File: src/rtl/led_fader.sv
`default_nettype none
// ============================================================================
// Module      : led_fader
// Description : Per-channel LED brightness fader. Each channel's 8-bit duty
//               ramps one step per fade tick toward full-on or full-off. The
//               duty drives a glitch-free 256-cycle PWM through a shadow
//               register that only reloads at the period boundary. A bypass
//               mode routes the GPIO bits straight to the registered pins.
// Revision    : 1.0 - initial release
// ============================================================================
module led_fader #(
    parameter int CHANNELS   = 8,
    parameter int FADE_DIV   = 47000,
    parameter int ACTIVE_LOW = 0
) (
    input  logic                io_mainClk,
    input  logic                io_asyncReset_n,
    input  logic [CHANNELS-1:0] io_gpio,
    input  logic                io_bypass,
    output logic [CHANNELS-1:0] io_led,
    output logic                io_settled
);

    // Prescaler width; guarded so a degenerate divider still yields 1 bit.
    localparam int                     c_PRE_W    = (FADE_DIV > 1) ? $clog2(FADE_DIV) : 1;
    localparam logic [c_PRE_W-1:0]     c_PRE_LAST = c_PRE_W'(FADE_DIV - 1);
    localparam logic [7:0]             c_DUTY_MAX = 8'hFF;
    localparam logic [7:0]             c_DUTY_MIN = 8'h00;
    localparam logic [CHANNELS-1:0]    c_POLARITY = (ACTIVE_LOW != 0) ? '1 : '0;

    logic [7:0]          r_pwm_cnt;
    logic [c_PRE_W-1:0]  r_fade_pre;
    logic [7:0]          r_duty   [CHANNELS];
    logic [7:0]          r_shadow [CHANNELS];

    logic                w_fade_tick;
    logic                w_pwm_wrap;
    logic [CHANNELS-1:0] w_pwm_lit;
    logic [CHANNELS-1:0] w_at_target;
    logic [CHANNELS-1:0] w_lit;

    assign w_fade_tick = (r_fade_pre == c_PRE_LAST);
    assign w_pwm_wrap  = (r_pwm_cnt == 8'hFF);

    // Free-running PWM phase counter and fade-tick prescaler.
    always_ff @(posedge io_mainClk or negedge io_asyncReset_n) begin
        if (!io_asyncReset_n) begin
            r_pwm_cnt  <= 8'h00;
            r_fade_pre <= '0;
        end else begin
            r_pwm_cnt <= r_pwm_cnt + 8'd1;
            if (w_fade_tick) begin
                r_fade_pre <= '0;
            end else begin
                r_fade_pre <= r_fade_pre + 1'b1;
            end
        end
    end

    // Saturating duty ramp per channel; shadow samples the pre-update duty
    // at the last cycle of each PWM period so compares never change mid-period.
    always_ff @(posedge io_mainClk or negedge io_asyncReset_n) begin
        if (!io_asyncReset_n) begin
            for (int i = 0; i < CHANNELS; i++) begin
                r_duty[i]   <= c_DUTY_MIN;
                r_shadow[i] <= c_DUTY_MIN;
            end
        end else begin
            for (int i = 0; i < CHANNELS; i++) begin
                if (w_fade_tick) begin
                    if (io_gpio[i]) begin
                        if (r_duty[i] != c_DUTY_MAX) begin
                            r_duty[i] <= r_duty[i] + 8'd1;
                        end
                    end else if (r_duty[i] != c_DUTY_MIN) begin
                        r_duty[i] <= r_duty[i] - 8'd1;
                    end
                end
                if (w_pwm_wrap) begin
                    r_shadow[i] <= r_duty[i];
                end
            end
        end
    end

    // Per-channel compare and settle detection. Duty 255 is forced fully on
    // because the strict compare alone would leave one dark cycle per period.
    generate
        for (genvar i = 0; i < CHANNELS; i++) begin : g_chan
            assign w_pwm_lit[i]   = (r_shadow[i] == c_DUTY_MAX) || (r_shadow[i] > r_pwm_cnt);
            assign w_at_target[i] = (r_duty[i] == (io_gpio[i] ? c_DUTY_MAX : c_DUTY_MIN));
        end
    endgenerate

    assign w_lit = io_bypass ? io_gpio : w_pwm_lit;

    // Registered pin drive and settled flag; reset leaves LEDs dark and settled.
    always_ff @(posedge io_mainClk or negedge io_asyncReset_n) begin
        if (!io_asyncReset_n) begin
            io_led     <= c_POLARITY;
            io_settled <= 1'b1;
        end else begin
            io_led     <= w_lit ^ c_POLARITY;
            io_settled <= &w_at_target;
        end
    end

endmodule
`default_nettype wire

File: config.mk
export PLATFORM = sky130hd
export DESIGN_NAME = led_fader
export DESIGN_NICKNAME = d
export VERILOG_FILES = /design/src/rtl/led_fader.sv
export SDC_FILE = /design/constraint.sdc
export NUM_CORES = 1
export LEC_CHECK = 0
export BUFFER_PORTS_ARGS = -buffer_cell sky130_fd_sc_hd__buf_2
export CAP_MARGIN = 20
export CORE_UTILIZATION = 49
export DETAILED_ROUTE_END_ITERATION = 8
export GPL_TIMING_DRIVEN = 1
export SLEW_MARGIN = 25
export SYNTH_ARGS = -nofsm -noshare
export SYNTH_HDL_FRONTEND = slang
export SYNTH_SLANG_ARGS = --single-unit
File: constraint.sdc
create_clock -name io_mainClk -period 3.3 [get_ports io_mainClk]
set_clock_uncertainty 0.2 [all_clocks]
set_input_delay 0.66 -clock io_mainClk [delete_from_list [all_inputs] [get_ports io_mainClk]]
set_output_delay 0.66 -clock io_mainClk [all_outputs]
set_load 0.02 [all_outputs]
==> metrics.csv, run 1 <==
metric,value,unit
status,finished with violations,
failing checks,hold timing,
hold crit path type,in2async,
I/O Buffers,19,
"Setup Fix Bufs, Post-CTS",0,
root buffer cell,clkbuf_16,
Detailed Route WL,23700,µm
max-slew violations,0,
die area,21700,µm²
H-tree depth,4,
clk_lat worst skew,430,ps
crit-path cells,"or4b_4, nor4_4, buf_4, o311a_1, mux2_2",
"count leader, synth",dfrtp_1,
post-route ant nets,0,
Placement Setup Slack,465,ps
Switch Pwr,1.01,mW
CP Capture Type,flop,
GRT Util Overall,23.5,%
Tmin final,2840,ps
Post-synth EDFFs,0,
CP startpoint,r_fade_pre[11]$_DFF_PN0_,
GPL Wtd Cong,0.875,
worst slew pin tran,815,ps
global-route wire length before repair,39700,µm
period utilization,86.2,%
top-area cell type share of the netlist area,38.8,%
CTS max path bufs,2,
Initial Util,50.5,%
"Data required, critical path",3410,ps
VDD IR max,325,µV
total of max-cap violations,0,
initial antenna violation count,0,
Vias,7443,
fillcell total,1815,
grt ovf,0,
Max Freq,351,MHz
Cell Int Power,3.19,mW
CP max stage cell,or4b_4,
unrepaired setup endpoints after global routing,no,
most common library cells after synthesis,"dfrtp_1 (160), ha_1 (114), mux2_2 (72), a21oi_1 (70), xnor2_1 (54)",
CTS-repair resized insts,0,
layout cells sized above 1,14.2,%
row cnt,52,
Post-synth ARST share,100,%
max incr delay on CP,560,ps
hold slack,-1.12,ps
drt pass-1 iters,5,
area delta synth->final,9.80,%
sequential fraction of the synthesis area,39.0,%
"top cells by area, synth","dfrtp_1 (39%), ha_1 (14%), mux2_2 (7.9%)",
"CTS clk-pin slew, worst paths",70,ps
worst reg2reg startpoint,r_fade_pre[11]$_DFF_PN0_,
Wirelength per Cell,18.5,µm
combinational cell fraction of total power,5.2,%
Slew HR,45.6,%
crit path DAT,2950,ps
CP Max Fanout,15,
Nets,1128,
P_leak,5.59,nW
main flop type after synthesis,dfrtp_1,
clock buffer count from CTS,17,
pin count of the biggest net entering global routing,61,
Ys Warns,0,
ant diodes,0,
hold_buf cts,0,
syn avg cell area,10.6,µm²
# setup viols final,0,
part of the power in the clock network,47.6,%
drt via density,5.82,
post-synthesis cell count,971,
final worst setup slack,455,ps
CP top delay family,simple AND/OR/NAND/NOR gates,
Net Sw Frac,24.0,%
DRC viols,0,
post-DP HPWL,16900,µm
Worst setup SP type,flop,
Netlist Area Pre-Place,10300,µm²
chip width,147,µm
number of global-route vias before repair,7398,
setup TNS,0,ps
synthesized net count,1104,
CP Buf/Inv Count,1,
TritonCTS clock tree,built,
WS Path Type,reg2reg,
Seq pwr share,47.2,%
core area,20400,µm²
Detailed Route Iter0 Violations,337,
CTS sink count,161,
IO Count,20,
dominant cell type by area after synthesis,dfrtp_1,
Die Ht,147,µm
P per Cell Area,370,nW/µm²
"Hold Violations, Final",3,
Netlist cell types,50,
register bit total from synthesis,161,
==> layout by cell type (no fill, tap or decap), types with 5 or more instances in the layout <==
cell type	instances
dfrtp_1	160
ha_1	114
mux2_2	72
a21oi_1	70
xnor2_1	54
nand2_1	51
inv_1	41
nand3_1	40
nand4_1	40
o21ai_0	34
nor2_1	33
a21o_1	23
nor3_1	22
mux2_1	22
o211ai_1	22
xor2_1	21
a211oi_1	20
buf_2	18
clkbuf_16	17
nor4_1	10
and2_1	9
nor2b_1	8
fa_1	8
o22ai_1	7
o311a_1	7
o211a_1	7
nand3b_1	6
clkinvlp_4	6
a221o_1	5
and3_1	5
o21ai_2	5
buf_4	5
==> per-stage QoR <==
stage               cells  hold slack [ps]  utilization (%)  power (mW)  cell area [µm²]
floorplan             971              164                -        2.14            10300
global placement     1246              261             52.6        2.24            10700
detailed placement   1246              263             52.6        2.24            10700
CTS                  1278             20.6             55.5        4.24            11300
global route         1278             23.8             55.5        4.34            11300
finish               1278            -1.12             55.5        4.20            11300
==> registers in the layout, indices dropped and copies added, names as in the netlist <==
signal,flops
io_settled,1
r_fade_pre,16
r_shadow,64
r_duty,64
r_pwm_cnt,8
io_led,8
==> metal layers <==
layer,vias to the layer above,track usage [%],wire length [µm]
li1,3698,-,-
met1,3620,32.0,11600
met2,107,39.0,11200
met3,18,3.66,631
met4,0,6.29,344
met5,-,0,0
==> logic make-up (layout without fill, tap and decap cells) <==
kind of cell | Yosys count | in the layout | synth area share (%)
AND/OR/NAND/NOR | 240 | 240 | 12.4
AO/OA/AOI/OAI | 214 | 214 | 13.6
flip-flops | 161 | 161 | 39.0
adder cells (fa/ha/maj) | 122 | 122 | 15.4
multiplexers | 95 | 95 | 10.3
XOR/XNOR | 75 | 75 | 6.36
buffers and inverters | 64 | 101 | 2.91
==> power by group through the flow <==
stage | sequential, mW | clock [mW] | combinational [mW]
finish | 1.98 | 2.00 | 0.219
global route | 1.98 | 2.12 | 0.246
CTS | 1.98 | 2.04 | 0.223
detailed placement | 2.02 | 0 | 0.222
global placement | 2.02 | 0 | 0.223
floorplan | 2.02 | 0 | 0.113
==> final cells by class <==
class,instances,area [µm²],share of cell area (%)
Clock inverter,14,154,1.36
Sequential cell,161,4030,35.5
Multi-Input combinational cell,746,6000,53.0
Inverter,41,154,1.36
Tap cell,270,338,2.98
Clock buffer,18,439,3.87
Timing Repair Buffer,28,219,1.93
==> final timing paths <==
kind / to / slack (ps) / cells past startpoint
worst max-delay path: r_duty[60]$_DFFE_PN0P_ / 460 / 5
worst min-delay path: r_fade_pre[12]$_DFF_PN0_ / -1 / 1
worst max register to register: r_duty[60]$_DFFE_PN0P_ / 460 / 5
worst min register to register: r_pwm_cnt[7]$_DFF_PN0_ / 280 / 1
max in group asynchronous: io_settled$_DFF_PN1_ / 2140 / 2
min in group io_mainClk: r_pwm_cnt[7]$_DFF_PN0_ / 280 / 1
No activity file was read; power rests on OpenSTA's default activity.
==> run 2: changes to the inputs <==
Settings changed: PLACE_DENSITY set to 0.65.
==> metrics.csv, run 2 (synthesis gave the netlist of run 1 again) <==
metric,value,unit,change
die area,21700,µm²,unchanged
post-DP HPWL,16800,µm,-0.69%
GPL Wtd Cong,0.860,,-1.8%
H-tree depth,4,,unchanged
design area,11300,µm²,-0.13%
P per Cell Area,367,nW/µm²,-0.91%
met1 usage,31.0,%,-1.0 points
CP max stage cell,or4b_4,,
"leading cell type in the layout, fill and taps excluded",dfrtp_1,,
IO Count,20,,unchanged
GR Util met3,4.41,%,+0.75 points
I/O Buffers,19,,unchanged
number of global-route vias before repair,7429,,+0.42%
CTS max path bufs,2,,unchanged
core area,20400,µm²,unchanged
root buffer cell,clkbuf_16,,
crit path DAT,2910,ps,-40 ps
initial antenna violation count,0,,unchanged
Detailed Route WL,23500,µm,-0.70%
total of max-cap violations,0,,unchanged
unrepaired setup endpoints after global routing,no,,
VDD IR max,349,µV,+7.4%
"Setup Fix Bufs, Post-CTS",0,,unchanged
"Data required, critical path",3420,ps,about the same
layout cells sized above 1,14.2,%,unchanged
P_leak,5.59,nW,about the same
max-slew violations,0,,unchanged
status,finished with violations,,
Wirelength per Cell,18.4,µm,-0.70%
CP Max Fanout,18,,+3
# setup viols final,0,,unchanged
CTS-repair resized insts,0,,unchanged
chip width,147,µm,unchanged
failing checks,hold timing,,
Die Ht,147,µm,unchanged
hold slack,-5.25,ps,-4.13 ps
Tmin final,2790,ps,-58.3 ps
clock buffer count from CTS,17,,unchanged
worst slew pin tran,852,ps,+36.5 ps
dpl cell area,10700,µm²,unchanged
most frequent cells in the layout,"dfrtp_1 (160), ha_1 (114), mux2_2 (72)",,
"Hold Violations, Final",5,,+2
DRC viols,0,,unchanged
Worst setup SP type,flop,,
row cnt,52,,unchanged
Nets,1128,,unchanged
Detailed Route Iter0 Violations,445,,+32%
WS Path Type,reg2reg,,
post-route ant nets,0,,unchanged
GRT Util Overall,23.1,%,-0.44 points
global-route wire length before repair,38800,µm,-2.3%
area delta synth->final,9.66,%,
ant diodes,0,,unchanged
crit-path cells,"or4b_4, nor4_4, buf_12, o311a_1, mux2_1",,
Max Freq,359,MHz,+2.1%
drt via density,5.96,,+2.4%
hold_buf cts,0,,unchanged
R2R Setup Slk,510,ps,+60 ps
setup TNS,0,ps,unchanged
period utilization,84.4,%,-1.8 points
hold crit path type,in2async,,
clk_lat worst skew,440,ps,about the same
Slew HR,43.1,%,-2.4 points
max incr delay on CP,560,ps,about the same
TritonCTS clock tree,built,,
Vias,7619,,+2.4%
met2 Use GR,36.7,%,-2.2 points
Top Registers,"r_duty: 64 flops, r_shadow: 64 flops, r_fade_pre: 16 flops",,
CTS sink count,161,,unchanged
pin count of the biggest net entering global routing,64,,+4.9%
grt ovf,0,,unchanged
Initial Util,50.5,%,unchanged
CP Capture Type,flop,,
busiest metal layer after global routing,met2,,
drt pass-1 iters,5,,unchanged
"CTS clk-pin slew, worst paths",70,ps,about the same
[run 2: changes by cell type in the layout (fill, tap and decap cells not counted)]
cell and delta:
inv_6 +1, clkinvlp_4 -2, clkbuf_8 +1, clkinv_4 -1, inv_8 +1, bufinv_16 -1, clkinv_2 +1
[run 2: path summary, 6_finish.rpt]
path / from / cells past startpoint / end
worst max-delay path: r_fade_pre[11]$_DFF_PN0_ / 5 / r_duty[35]$_DFFE_PN0P_
worst max register to register: r_fade_pre[11]$_DFF_PN0_ / 5 / r_duty[35]$_DFFE_PN0P_
max in group asynchronous: io_asyncReset_n / 2 / r_shadow[52]$_DFFE_PN0N_
worst min-delay path: io_asyncReset_n / 1 / r_fade_pre[13]$_DFF_PN0_
worst min register to register: r_pwm_cnt[7]$_DFF_PN0_ / 1 / r_pwm_cnt[7]$_DFF_PN0_
min in group io_mainClk: r_pwm_cnt[7]$_DFF_PN0_ / 1 / r_pwm_cnt[7]$_DFF_PN0_
[run 2: area by class of cell]
cell class,instances,area [µm²]
sequential,161,4030
inverter,41,154
multi-input combinational,746,6000
fill,1788,9110
clock buffer,19,453
timing repair buffer,28,219
tap,270,338
clock inverter,13,125
[run 2: metrics by stage]
step / hold WS (ps) / power (mW) / instances / util, % / setup WS, ps
after floorplan: 164 / 2.14 / 971 / - / 671
after global placement: 261 / 2.24 / 1246 / 52.6 / 537
after detailed placement: 264 / 2.24 / 1246 / 52.6 / 476
after CTS: 9.32 / 4.19 / 1278 / 55.4 / 498
after global routing: 26.9 / 4.30 / 1278 / 55.4 / 399
final: -5.25 / 4.15 / 1278 / 55.4 / 513
[run 2: critical path, delay by kind of cell (launching register included)]
kind / cells / cell delay, ps
and+or+nand+nor: 2 / 980
AOI/OAI and AO/OA: 1 / 470
DFF: 1 / 410
muxes: 1 / 370
buffers and inverters: 1 / 230
[run 2: metal layers]
metal  vias to the layer above  part of all wire [%]  wire length [µm]
met4                         0                   2.6               616
li1                       3688                     -                 -
met3                        31                   3.1               730
met1                      3779                    47             11100
met5                         -                     0                 0
met2                       121                    47             11100
[run 2: power by group]
| part | total, mW | internal [mW] | leakage [nW] | switching, mW |
|---|---|---|---|---|
| Combinational | 0.221 | 0.0703 | 3.11 | 0.150 |
| Sequential | 1.98 | 1.98 | 2.21 | 0.00124 |
| Clock | 1.95 | 1.09 | 0.275 | 0.862 |
| Total | 4.15 | 3.14 | 5.59 | 1.01 |
==> run 3: changes to the inputs <==
Clock period 3.3 ns to 2.7 ns, I/O delays scaled along.
==> metrics.csv, run 3 (synthesis gave the netlist of run 1 again) <==
metric,value,unit,change
status,"finished, final reports clean",,
IO Count,20,,unchanged
Wirelength per Cell,18.5,µm,+0.53%
overall power,5.10,mW,+23%
I/O Buffers,19,,unchanged
GRT Util Overall,23.7,%,+0.59 points
post-DP HPWL,17700,µm,+5.6%
design area,11600,µm²,+2.8%
core area,20400,µm²,unchanged
max incr delay on CP,560,ps,about the same
VDD IR max,437,µV,+25%
grt ovf,0,,unchanged
area delta synth->final,12.7,%,
fillcell total,1781,,-0.39%
pin count of the biggest net entering global routing,73,,+14%
met1 wire length,11700,µm,+5.2%
Tmin final,2620,ps,-164 ps
CP Max Fanout,11,,-7
part of the power in the clock network,47.0,%,about the same
post-route ant nets,0,,unchanged
"Data required, critical path",2820,ps,-600 ps
WS Path Type,reg2reg,,
row cnt,52,,unchanged
FF+latch area,4030,µm²,unchanged
Initial Util,50.5,%,unchanged
"Hold Violations, Final",0,,-5
Worst setup SP type,flop,,
# setup viols final,0,,unchanged
CP Capture Type,flop,,
uppermost layer routed,met4,,
clk_lat worst skew,450,ps,about the same
Multi-input gate area,6010,µm²,+0.12%
"leading cell type in the layout, fill and taps excluded",dfrtp_1,,
drt pass-1 iters,5,,unchanged
CTS max path bufs,2,,unchanged
Die Ht,147,µm,unchanged
combinational cell fraction of total power,5.6,%,+0.3 points
root buffer cell,clkbuf_16,,
number of global-route vias before repair,7675,,+3.3%
die area,21700,µm²,unchanged
CP top delay family,simple AND/OR/NAND/NOR gates,,
Top Registers,"r_duty: 64 flops, r_shadow: 64 flops, r_fade_pre: 16 flops",,
CP Buf/Inv Count,1,,unchanged
P_leak,5.79,nW,+3.5%
total of max-cap violations,0,,unchanged
most frequent cells in the layout,"dfrtp_1 (160), ha_1 (114), mux2_2 (72)",,
Vias,7774,,+2.0%
clock buffer count from CTS,17,,unchanged
drt via density,5.89,,-1.1%
Seq pwr share,47.4,%,-0.3 points
setup TNS,0,ps,unchanged
met2 routed WL,11400,µm,+2.9%
Net Sw Frac,25.4,%,+1.0 points
met3 WL post-DR,837,µm,+15%
unrepaired setup endpoints after global routing,no,,
hold crit path type,in2reg,,
Switch Pwr,1.29,mW,+28%
Slew HR,58.8,%,+16 points
P per Cell Area,438,nW/µm²,+19%
Final Instance Count excl. Fillers,1319,,+3.2%
crit-path cells,"or4b_4, nor4_4, buf_12, o311a_1, mux2_1",,
Detailed Route Iter0 Violations,418,,-6.1%
"CTS clk-pin slew, worst paths",70,ps,about the same
CTS sink count,161,,unchanged
placed cells,1282,,+2.9%
DRC viols,0,,unchanged
layout cells sized above 1,17.6,%,+3.4 points
period utilization,97.1,%,+13 points
ant diodes,0,,unchanged
global-route wire length before repair,39800,µm,+2.7%
Nets,1169,,+3.6%
initial antenna violation count,0,,unchanged
chip width,147,µm,unchanged
Cell Int Power,3.80,mW,+21%
TritonCTS clock tree,built,,
max-slew violations,0,,unchanged
dpl cell area,11000,µm²,+2.5%
Max Freq,381,MHz,+6.3%
CP max stage cell,or4b_4,,
H-tree depth,4,,unchanged
GPL Wtd Cong,0.864,,+0.49%
worst slew pin tran,617,ps,-234 ps
crit path DAT,2740,ps,-170 ps
Detailed Route WL,24400,µm,+3.8%
==> run 3: cell count changes in the layout (fill, tap and decap cells not counted) <==
cell	delta
buf_4	+40
clkinv_4	+3
clkbuf_8	-2
clkinv_2	-2
clkinvlp_4	+2
dlygate4sd3_1	+1
inv_1	-1
o41ai_1	-1
o41ai_2	+1
==> run 3: path summary, 6_finish.rpt <==
path,from,end,slack [ps],depth (start not counted)
max in group asynchronous,io_asyncReset_n,io_settled$_DFF_PN1_,1280,3
worst min-delay path,io_gpio[6],io_led[6]$_DFF_PN0_,260,2
worst max register to register,r_fade_pre[11]$_DFF_PN0_,r_duty[51]$_DFFE_PN0P_,80,5
worst min register to register,r_pwm_cnt[7]$_DFF_PN0_,r_pwm_cnt[7]$_DFF_PN0_,270,1
min in group asynchronous,io_asyncReset_n,r_fade_pre[9]$_DFF_PN0_,330,2
worst max-delay path,r_fade_pre[11]$_DFF_PN0_,r_duty[51]$_DFFE_PN0P_,80,5
==> run 3: metal layers <==
metal	GRT usage, %	up-vias
met5	0	-
met4	7.99	0
met3	4.22	34
met2	38.7	129
met1	31.7	3838
li1	-	3773
==> run 3: power groups by stage <==
stage | combinational (mW) | clock (mW) | sequential (mW)
after floorplan | 0.138 | 0 | 2.47
after global placement | 0.282 | 0 | 2.46
after detailed placement | 0.286 | 0 | 2.46
after CTS | 0.289 | 2.43 | 2.42
after global routing | 0.319 | 2.52 | 2.42
final | 0.286 | 2.39 | 2.42
==> run 3: repair_timing <==
item / 4_1_cts / 5_1_grt
hold buffers: 1 / 0
endpoints found under the setup margin: 0 / 1
resized for setup: 0 / 2
endpoints found under the hold margin: 24 / 0
setup buffers: 0 / 4
==> run 3: area by class of cell <==
type                       instances  share of cell area (%)
tap                              270                    2.90
clock inverter                    15                    1.28
timing repair buffer              69                    4.55
clock buffer                      17                    3.65
sequential                       161                    34.6
inverter                          41                    1.35
multi-input combinational        746                    51.6
==> run 3: per-stage QoR <==
step | utilization (%) | hold slack, ps | worst slack [ps]
finish | 57.0 | 259 | 77.4
global route | 57.0 | 275 | 15.0
CTS | 56.8 | 248 | 18.5
detailed placement | 53.9 | 230 | 36.5
global placement | 53.9 | 230 | 81.6
floorplan | - | 44.4 | 191
==> run 3: worst reg2reg max path, stage by stage (launching register included) <==
cell and delay (ps):
dfrtp_1 420, or4b_4 560, nor4_4 370, buf_12 200, o311a_1 380, mux2_1 370
